File: src/rtl/instruction_fetch_decode_pkg.sv
// ---------------------------------------------------------------------------
// spu_pkg
// Shared definitions for the sequential processing unit front end.
// Contents:
//   - instruction type encodings (TYPE_*)
//   - primary opcode constants (OPC_*)
//   - fetch/decode FSM state encoding (state_t)
//   - packed decoded-field bundle (fields_t)
//   - classify_opc: opcode -> instruction type
// ---------------------------------------------------------------------------
package spu_pkg;

  localparam logic [1:0] TYPE_I   = 2'b00;
  localparam logic [1:0] TYPE_R   = 2'b01;
  localparam logic [1:0] TYPE_J   = 2'b10;
  localparam logic [1:0] TYPE_ILL = 2'b11;

  localparam logic [5:0] OPC_SPECIAL = 6'b000000;
  localparam logic [5:0] OPC_J       = 6'b000010;
  localparam logic [5:0] OPC_JAL     = 6'b000011;
  localparam logic [5:0] OPC_ADDIU   = 6'b001001;

  typedef enum logic [1:0] {
    S_IDLE    = 2'd0,
    S_FETCH   = 2'd1,
    S_ISSUE   = 2'd2,
    S_WAIT_PC = 2'd3
  } state_t;

  typedef struct packed {
    logic [1:0]  itype;
    logic [5:0]  opc;
    logic [4:0]  rs;
    logic [4:0]  rt;
    logic [4:0]  rd;
    logic [4:0]  shamt;
    logic [5:0]  funct;
    logic [15:0] imm;
    logic [25:0] iindex;
  } fields_t;

  // Opcodes 010000..011111 share the prefix 01 in the top two bits,
  // so the illegal range reduces to a two-bit compare.
  function automatic logic [1:0] classify_opc(input logic [5:0] opc);
    logic [1:0] t;
    if (opc == OPC_SPECIAL)                    t = TYPE_R;
    else if (opc == OPC_J || opc == OPC_JAL)   t = TYPE_J;
    else if (opc[5:4] == 2'b01)                t = TYPE_ILL;
    else                                       t = TYPE_I;
    return t;
  endfunction

endpackage

File: src/rtl/instruction_fetch_decode_if.sv
// ---------------------------------------------------------------------------
// instruction_fetch_decode_if
// Bundles the instruction-memory handshake, the issue handshake towards the
// execution stage and the nextpc return path.
// Modports:
//   master - the fetch/decode unit (drives imem_req/addr, issue fields)
//   slave  - the environment (imem + execution stage)
// Signals:
//   imem_req/imem_addr/imem_ack/imem_rdata     instruction memory handshake
//   issue_valid/issue_ready/pc + decoded fields issue handshake
//   nextpc_in/nextpc_valid                     next pc returned by execution
// ---------------------------------------------------------------------------
interface instruction_fetch_decode_if #(
  parameter int PC_W = 8
);

  logic            imem_req;
  logic [PC_W-1:0] imem_addr;
  logic            imem_ack;
  logic [31:0]     imem_rdata;

  logic            issue_valid;
  logic            issue_ready;
  logic [PC_W-1:0] pc;
  logic [1:0]      instr_type;
  logic [5:0]      opc;
  logic [4:0]      rs;
  logic [4:0]      rt;
  logic [4:0]      rd;
  logic [4:0]      shamt;
  logic [5:0]      funct;
  logic [15:0]     imm;
  logic [25:0]     iindex;

  logic [PC_W-1:0] nextpc_in;
  logic            nextpc_valid;

  modport master (
    output imem_req, imem_addr,
    input  imem_ack, imem_rdata,
    output issue_valid, pc, instr_type, opc, rs, rt, rd, shamt, funct,
           imm, iindex,
    input  issue_ready,
    input  nextpc_in, nextpc_valid
  );

  modport slave (
    input  imem_req, imem_addr,
    output imem_ack, imem_rdata,
    input  issue_valid, pc, instr_type, opc, rs, rt, rd, shamt, funct,
           imm, iindex,
    output issue_ready,
    output nextpc_in, nextpc_valid
  );

endinterface

File: src/rtl/instruction_fetch_decode_field_decode.sv
// ---------------------------------------------------------------------------
// instr_field_decode
// Purely combinational split of a 32-bit instruction word into all decoded
// fields plus the type classification. Every field is produced regardless
// of type; the consumer picks the ones it needs.
// Ports:
//   instr  in  32        raw instruction word
//   fields out fields_t  decoded bundle
// ---------------------------------------------------------------------------
module instr_field_decode
  import spu_pkg::*;
(
  input  logic [31:0] instr,
  output fields_t     fields
);

  // Straight bit slicing; only the type needs any real logic.
  always_comb begin
    fields        = '0;
    fields.itype  = classify_opc(instr[31:26]);
    fields.opc    = instr[31:26];
    fields.rs     = instr[25:21];
    fields.rt     = instr[20:16];
    fields.rd     = instr[15:11];
    fields.shamt  = instr[10:6];
    fields.funct  = instr[5:0];
    fields.imm    = instr[15:0];
    fields.iindex = instr[25:0];
  end

endmodule

File: src/rtl/instruction_fetch_decode.sv
// ---------------------------------------------------------------------------
// instruction_fetch_decode
// Front end of the sequential processing unit. Fetches one instruction over
// the imem req/ack handshake, registers its decoded fields, issues them over
// valid/ready, then waits for the execution stage to return nextpc before
// the next fetch (one instruction in flight).
// Ports:
//   clk, rst   clock, asynchronous active-high reset
//   run        level enable, honoured only in IDLE and at the WAIT_PC exit
//   bus        instruction_fetch_decode_if.master (imem, issue, nextpc)
//   fetch_err  sticky imem timeout flag, cleared by the next ack
//   retired    count of instructions whose nextpc was accepted (wraps)
// ---------------------------------------------------------------------------
module instruction_fetch_decode
  import spu_pkg::*;
#(
  parameter int PC_W    = 8,
  parameter int TIMEOUT = 16,
  parameter int CNT_W   = 16
) (
  input  logic                      clk,
  input  logic                      rst,
  input  logic                      run,
  instruction_fetch_decode_if.master bus,
  output logic                      fetch_err,
  output logic [CNT_W-1:0]          retired
);

  localparam int TCW = (TIMEOUT > 2) ? $clog2(TIMEOUT) : 1;

  state_t          state;
  state_t          next_state;
  fields_t         dec_fields;
  fields_t         fields_q;
  logic [PC_W-1:0] pc_q;
  logic [TCW-1:0]  tcnt;
  logic            imem_req_c;
  logic            issue_valid_c;
  logic            ack_take;
  logic            nextpc_take;
  logic            timeout_hit;

  instr_field_decode u_decode (
    .instr  (bus.imem_rdata),
    .fields (dec_fields)
  );

  assign ack_take    = (state == S_FETCH) && bus.imem_ack;
  assign nextpc_take = (state == S_WAIT_PC) && bus.nextpc_valid;
  // The counter holds the number of missed edges so far; when it already
  // reads TIMEOUT-2 this edge is the (TIMEOUT-1)th miss, so the flag becomes
  // visible in the TIMEOUT-th fetch cycle. An ack on the same edge wins.
  assign timeout_hit = (state == S_FETCH) && !bus.imem_ack &&
                       (tcnt == TCW'(TIMEOUT - 2));

  // State register; reset parks in IDLE, which drops req/valid at once.
  always_ff @(posedge clk or posedge rst) begin
    if (rst) state <= S_IDLE;
    else     state <= next_state;
  end

  // Next-state logic; run is only sampled in IDLE and on leaving WAIT_PC.
  always_comb begin
    next_state = state;
    unique case (state)
      S_IDLE:    if (run) next_state = S_FETCH;
      S_FETCH:   if (bus.imem_ack) next_state = S_ISSUE;
      S_ISSUE:   if (bus.issue_ready) next_state = S_WAIT_PC;
      S_WAIT_PC: if (bus.nextpc_valid) next_state = run ? S_FETCH : S_IDLE;
      default:   next_state = S_IDLE;
    endcase
  end

  // Handshake outputs decoded straight from state so the async reset
  // removes them without waiting for a clock.
  always_comb begin
    imem_req_c    = 1'b0;
    issue_valid_c = 1'b0;
    unique case (state)
      S_FETCH: imem_req_c    = 1'b1;
      S_ISSUE: issue_valid_c = 1'b1;
      default: ;
    endcase
  end

  // Datapath: decoded-field capture, pc, timeout counter, error, retired.
  always_ff @(posedge clk or posedge rst) begin
    if (rst) begin
      fields_q  <= '0;
      pc_q      <= '0;
      tcnt      <= '0;
      fetch_err <= 1'b0;
      retired   <= '0;
    end else begin
      if (ack_take) begin
        fields_q  <= dec_fields;
        fetch_err <= 1'b0;
        tcnt      <= '0;
      end else if (timeout_hit) begin
        fetch_err <= 1'b1;
        tcnt      <= '0;
      end else if (state == S_FETCH) begin
        tcnt <= tcnt + TCW'(1);
      end else begin
        tcnt <= '0;
      end

      if (nextpc_take) begin
        pc_q    <= bus.nextpc_in;
        retired <= retired + CNT_W'(1);
      end
    end
  end

  assign bus.imem_req    = imem_req_c;
  assign bus.imem_addr   = imem_req_c ? pc_q : '0;
  assign bus.issue_valid = issue_valid_c;
  assign bus.pc          = pc_q;
  assign bus.instr_type  = fields_q.itype;
  assign bus.opc         = fields_q.opc;
  assign bus.rs          = fields_q.rs;
  assign bus.rt          = fields_q.rt;
  assign bus.rd          = fields_q.rd;
  assign bus.shamt       = fields_q.shamt;
  assign bus.funct       = fields_q.funct;
  assign bus.imm         = fields_q.imm;
  assign bus.iindex      = fields_q.iindex;

endmodule

File: src/flat_wrapper.sv
// flat-port wrapper written by rule: the top's interface ports become plain ports
module instruction_fetch_decode_flat import spu_pkg::*;
#(
  parameter int PC_W    = 8,
  parameter int TIMEOUT = 16,
  parameter int CNT_W   = 16
)
  (clk, rst, run, fetch_err, retired, bus_imem_req, bus_imem_addr, bus_imem_ack, bus_imem_rdata, bus_issue_valid, bus_pc, bus_instr_type, bus_opc, bus_rs, bus_rt, bus_rd, bus_shamt, bus_funct, bus_imm, bus_iindex, bus_issue_ready, bus_nextpc_in, bus_nextpc_valid);
  instruction_fetch_decode_if #(.PC_W(PC_W)) bus_i ();
  input  logic clk;
  input  logic rst;
  input  logic run;
  output logic fetch_err;
  output logic [CNT_W-1:0] retired;
  output wire logic [$bits(bus_i.imem_req)-1:0] bus_imem_req;
  output wire logic [$bits(bus_i.imem_addr)-1:0] bus_imem_addr;
  input wire logic [$bits(bus_i.imem_ack)-1:0] bus_imem_ack;
  input wire logic [$bits(bus_i.imem_rdata)-1:0] bus_imem_rdata;
  output wire logic [$bits(bus_i.issue_valid)-1:0] bus_issue_valid;
  output wire logic [$bits(bus_i.pc)-1:0] bus_pc;
  output wire logic [$bits(bus_i.instr_type)-1:0] bus_instr_type;
  output wire logic [$bits(bus_i.opc)-1:0] bus_opc;
  output wire logic [$bits(bus_i.rs)-1:0] bus_rs;
  output wire logic [$bits(bus_i.rt)-1:0] bus_rt;
  output wire logic [$bits(bus_i.rd)-1:0] bus_rd;
  output wire logic [$bits(bus_i.shamt)-1:0] bus_shamt;
  output wire logic [$bits(bus_i.funct)-1:0] bus_funct;
  output wire logic [$bits(bus_i.imm)-1:0] bus_imm;
  output wire logic [$bits(bus_i.iindex)-1:0] bus_iindex;
  input wire logic [$bits(bus_i.issue_ready)-1:0] bus_issue_ready;
  input wire logic [$bits(bus_i.nextpc_in)-1:0] bus_nextpc_in;
  input wire logic [$bits(bus_i.nextpc_valid)-1:0] bus_nextpc_valid;
  assign bus_imem_req = bus_i.imem_req;
  assign bus_imem_addr = bus_i.imem_addr;
  assign bus_i.imem_ack = bus_imem_ack;
  assign bus_i.imem_rdata = bus_imem_rdata;
  assign bus_issue_valid = bus_i.issue_valid;
  assign bus_pc = bus_i.pc;
  assign bus_instr_type = bus_i.instr_type;
  assign bus_opc = bus_i.opc;
  assign bus_rs = bus_i.rs;
  assign bus_rt = bus_i.rt;
  assign bus_rd = bus_i.rd;
  assign bus_shamt = bus_i.shamt;
  assign bus_funct = bus_i.funct;
  assign bus_imm = bus_i.imm;
  assign bus_iindex = bus_i.iindex;
  assign bus_i.issue_ready = bus_issue_ready;
  assign bus_i.nextpc_in = bus_nextpc_in;
  assign bus_i.nextpc_valid = bus_nextpc_valid;
  instruction_fetch_decode #(.PC_W(PC_W), .TIMEOUT(TIMEOUT), .CNT_W(CNT_W)) u_core (.clk(clk), .rst(rst), .run(run), .bus(bus_i), .fetch_err(fetch_err), .retired(retired));
endmodule
File: config.mk
export PLATFORM = sky130hd
export DESIGN_NAME = instruction_fetch_decode_flat
export DESIGN_NICKNAME = d
export VERILOG_FILES = /design/src/rtl/instruction_fetch_decode_pkg.sv /design/src/rtl/instruction_fetch_decode_if.sv /design/src/rtl/instruction_fetch_decode_field_decode.sv /design/src/rtl/instruction_fetch_decode.sv /design/src/flat_wrapper.sv
export SDC_FILE = /design/constraint.sdc
export NUM_CORES = 1
export LEC_CHECK = 0
export BUFFER_PORTS_ARGS = -buffer_cell sky130_fd_sc_hd__buf_2
export CAP_MARGIN = 15
export CORE_MARGIN = 3
export CORE_UTILIZATION = 47
export DETAILED_ROUTE_END_ITERATION = 7
export GPL_ROUTABILITY_DRIVEN = 1
export PLACE_DENSITY = 0.78
export SLEW_MARGIN = 20
export SYNTH_ARGS = -nofsm -noshare
export SYNTH_HDL_FRONTEND = slang
export SYNTH_HIERARCHICAL = 1
export SYNTH_SLANG_ARGS = --single-unit
File: constraint.sdc
create_clock -name clk -period 3.09 [get_ports clk]
set_input_delay 0.1545 -clock clk [delete_from_list [all_inputs] [get_ports clk]]
set_output_delay 0.1545 -clock clk [all_outputs]
set_load 0.1 [all_outputs]
; Word level (Yosys, flattened, before mapping)
; Index checks and enable logic that the tools add are counted.
[totals]
ff_bits = 107
in_bits = 46
out_inout_bits = 111
elab_cells = 54
[classes]
addsub = 2
n_eq_ne = 11
muxes = 17
n_reduce_logical = 10
[op_table]
columns = operator, n
row1 = $add 16x1->16 const B, 1
row2 = $mux 2, 7
row3 = $eq 6x2->1 const B, 2
row4 = $mux 4, 3
row5 = $mux 8, 1
row6 = $ne 2x2->1 const B, 4
row7 = $pmux 2 s4, 1
row8 = $logic_not 6->1, 1
row9 = $mux 1, 5
row10 = $add 4x1->4 const B, 1
row11 = $eq 2x1->1 const B, 2
row12 = $eq 2x2->1 const B, 2
row13 = $eq 4x4->1 const B, 1
row14 = $logic_and 1x1->1, 4
row15 = $reduce_and 4->1, 1
row16 = $logic_not 2->1, 1
row17 = $reduce_bool 2->1, 1
row18 = $logic_not 1->1, 1
row19 = $logic_or 1x1->1, 1

; Longest topological paths before layout
[logic_depth]
ltp_word = 5
ltp_mapped = 6
ltp_nobuf = 6

; Cells and area by module
; The synthesis kept the hierarchy.
[by_module_without_submodules]
columns = module, instances, cells_per_inst, area_per_inst_um2, seq_area_each_um2
row1 = instruction_fetch_decode, 1, 284, 4237.8, 2677.6
row2 = instr_field_decode, 1, 79, 585.6, 0.0

; Least setup slack after synthesis
; No wires, ideal clock.
[synth_path]
kind = register -> output
start = register u_core.state[1]
end = output port bus_imem_addr[0]
t_arrival_ns = 2.356
required_ns = 2.935
setup_slack_ns = 0.580
path_stages_with_launch = 5
path_buffers = 1
path_cell_list = dfrtp_1 inv_1 ha_1 clkbuf_1 and2_1
[synth_between]
elab_chain_cells = 3
[synth_rtl]
columns = item, line_no
row1 = start: declaration, instruction_fetch_decode.sv:31  ; state_t state;
row2 = start signal: assignment, instruction_fetch_decode.sv:59  ; else state <= next_state;
row3 = $eq 2x1->1, instruction_fetch_decode.sv:79  ; unique case (state)
row4 = $mux 1, instruction_fetch_decode.sv:79
row5 = net bus_imem_req, flat_wrapper.sv:15  ; output wire logic [$bits(bus_i.imem_req)-1:0] bus_imem_req;
row6 = $mux 8, instruction_fetch_decode.sv:116  ; assign bus.imem_addr = imem_req_c ? pc_q : '0;
row7 = end: declaration, flat_wrapper.sv:16  ; output wire logic [$bits(bus_i.imem_addr)-1:0] bus_imem_addr;
; The timed path passes the listed nets, and every way through them passes these cells.

; Worst setup path after layout
[layout_path]
start = register u_core.state[1]
end = register u_core.fields_q (netlist bit u_core/bus.iindex[7])
[layout_between]
elab_chain_cells = 2
[layout_rtl]
columns = item, line_no
row1 = $eq 2x1->1, instruction_fetch_decode.sv:48  ; assign ack_take = (state == S_FETCH) && bus.imem_ack;
row2 = $logic_and 1x1->1, instruction_fetch_decode.sv:48
row3 = end signal: assignment, instruction_fetch_decode.sv:96  ; fields_q <= dec_fields;
row4 = end: declaration, instruction_fetch_decode.sv:34  ; fields_t fields_q;
; Every way passes these cells.
; A chain may end at the register's enable or synchronous reset.

==> results.ini <==
[critical_path]
reg2reg_from=u_core/state[1]
critPathMaxStageDelay_ns=0.58
startpoint_type=flip-flop
path_class=flip-flop to flip-flop
critPathMaxFanout=76
slowest_stage=nand2_4
cp-end-kind=flip-flop
crit_family=simple AND/OR/NAND/NOR gates
cp_num_buf_inv=1
required_ns=3.34
r2r_cells=4
crit_chain=inv_1, ha_1, nand2_4, mux2_2
regToRegSetupSlack_ns=0.88
reg2reg_to=u_core/bus.iindex[7]
crit_arrival_ns=2.45
crit_end=u_core/bus.iindex[7]
cp.depth=4
worstSetupStartpoint=u_core/state[1]

[place]
dp_slack_ns=0.923
gp_congestion=0.740
dp_hpwl_um=6400
numPortBuffers=156

[global_route]
track_usage_pct=15.2
grt_pass1_wl_um=13700
grt_start_max_net_pins=77
antenna_found_initial=0
grt_pass1_vias=2738
gr-total-overflow=0

[finish]
syn_to_final_growth_pct=12.2
fin_nets=503
final_core_util_pct=54.8
diodes=0
final_cell_mix=156 x buf_2, 107 x dfrtp_1, 85 x mux2_2
drive_above_1_share_pct=57.8
layout_commonest_cell=buf_2

[route]
routed_wl_um=8570
vias=2783
drc=0
drtAntennaViolNets=0
dr.pass1.iters=4
wl_per_cell_um=14.6
drt_iter0_drc=84
via_per_inst=4.73

[sta]
rsz0062_at_grt=no
relSlewSlack_pct=34.9
setup_tns_ns=0
setup_viol=0
max_freq_ghz=0.453
tightest_slew_ns=0.977
setup_slack_ns=0.884
hold_violations=0
drv_slew=0
finalClockSkew_ns=0.0142
fin_crit_ns=2.21
fin_crit_sh_pct=71.4
hold_ws_ns=0.0270

[clocking]
clock-sinks=107
hold_buffers=1
htreeDepth=3
insertion_delay_ns=0.36
ctsLongestPathBuffers=2
post_cts_buffers=0
cts_tree=done
cts-buffers-inserted=9
clk_pin_slew_worst_paths_ns=0.10
ctsResizeCount=0
cts_root_buf=clkbuf_8

[floorplanning]
rows=36
core_area_um2=9860
fp.dieW_um=107
start_util_pct=48.9
dieArea_um2=11500
die_h_um=107
ios=157

[synth]
syn-num-nets=416
synth_area_per_cell_um2=13.3
yosysTopAreaCell=dfrtp_1
netlist_instances=363
synth_top_area_share_pct=55.5
ys_warn_count=6
syn_area_um2=4820
ys_ff_latch=107
synth_area_leaders=dfrtp_1 56%, mux2_2 20%, buf_4 12%, ha_1 1.8%, xnor2_1 1.6%
ys_seq_area_share_pct=55.5
yosysUniqueCellTypes=26

[hold_path]
worstHoldPathType=primary input to flip-flop

[outcome]
outcome=finished, final reports clean

[flow_run]
drv_cap=0

## layout make-up
class | count | area (µm²)
inverters | 6 | 25.0
multi-input cells | 167 | 1530
clock inverters | 5 | 62.6
well taps | 133 | 166
flip-flops and latches | 107 | 2680
clock buffers | 11 | 141
fillers | 861 | 4450
repair buffers | 159 | 806
## cells in the mapped netlist (all sizes together)
| master | count |
|---|---|
| or3b | 1 |
| nand4 | 2 |
| and3 | 6 |
| and2 | 8 |
| xor2 | 8 |
| inv | 6 |
| xnor2 | 9 |
| ha | 7 |
| nor2 | 8 |
| o21ai | 2 |
| nand3 | 7 |
| or4 | 1 |
| nor4 | 2 |
| mux2 | 85 |
| nand2 | 9 |
| buf | 82 |
| dfrtp | 107 |
| clkbuf | 1 |
| a41oi | 1 |
| nor3 | 2 |
| a21oi | 5 |
| nor2b | 4 |
## worst min path at each step
stage	to	startpoint	cells past startpoint
finish	u_core/bus.rs[0]	bus_imem_rdata[21]	2
CTS	u_core/bus.pc[7]	bus_nextpc_in[7]	2
global placement	u_core/bus.shamt[0]	rst	2
floorplan	u_core/fetch_err	bus_imem_ack	1
detailed placement	u_core/bus.iindex[6]	rst	2
global route	u_core/bus.rt[2]	bus_imem_rdata[18]	2
## layer usage
layer / track usage (%) / wire, µm / vias up
met5: 0 / 0 / -
met4: 6.58 / 135 / 0
met3: 2.70 / 398 / 9
met2: 25.7 / 4500 / 67
met1: 19.0 / 3540 / 1385
li1: - / - / 1322
## cell families (layout without fill, tap and decap cells)
| group | after synthesis | in the layout | share of synthesized area, % |
|---|---|---|---|
| simple gates | 50 | 50 | 5.94 |
| flops | 107 | 107 | 55.5 |
| fa+ha+maj | 7 | 7 | 1.82 |
| buf+inv | 89 | 181 | 12.9 |
| compound gates | 8 | 8 | 0.908 |
| xor+xnor | 17 | 17 | 3.09 |
| mux | 85 | 85 | 19.8 |
## metrics by stage
stage          cell area, µm²  instances
4_1_cts                  5410        588
5_1_grt                  5410        588
3_5_place_dp             5200        571
3_3_place_gp             5200        571
6_report                 5410        588
2_1_floorplan            4820        363
## sequential cells by signal, summed over array words and instances, names as in the netlist, 6 cells and up
signal and count:
u_core/bus.funct 6, u_core/bus.iindex 26, u_core/bus.imm 16, u_core/bus.opc 6, u_core/bus.pc 8, u_core/retired 16
Power is not shown: default switching activity piles up to over one toggle a cycle in this logic, so the estimate is an artifact.
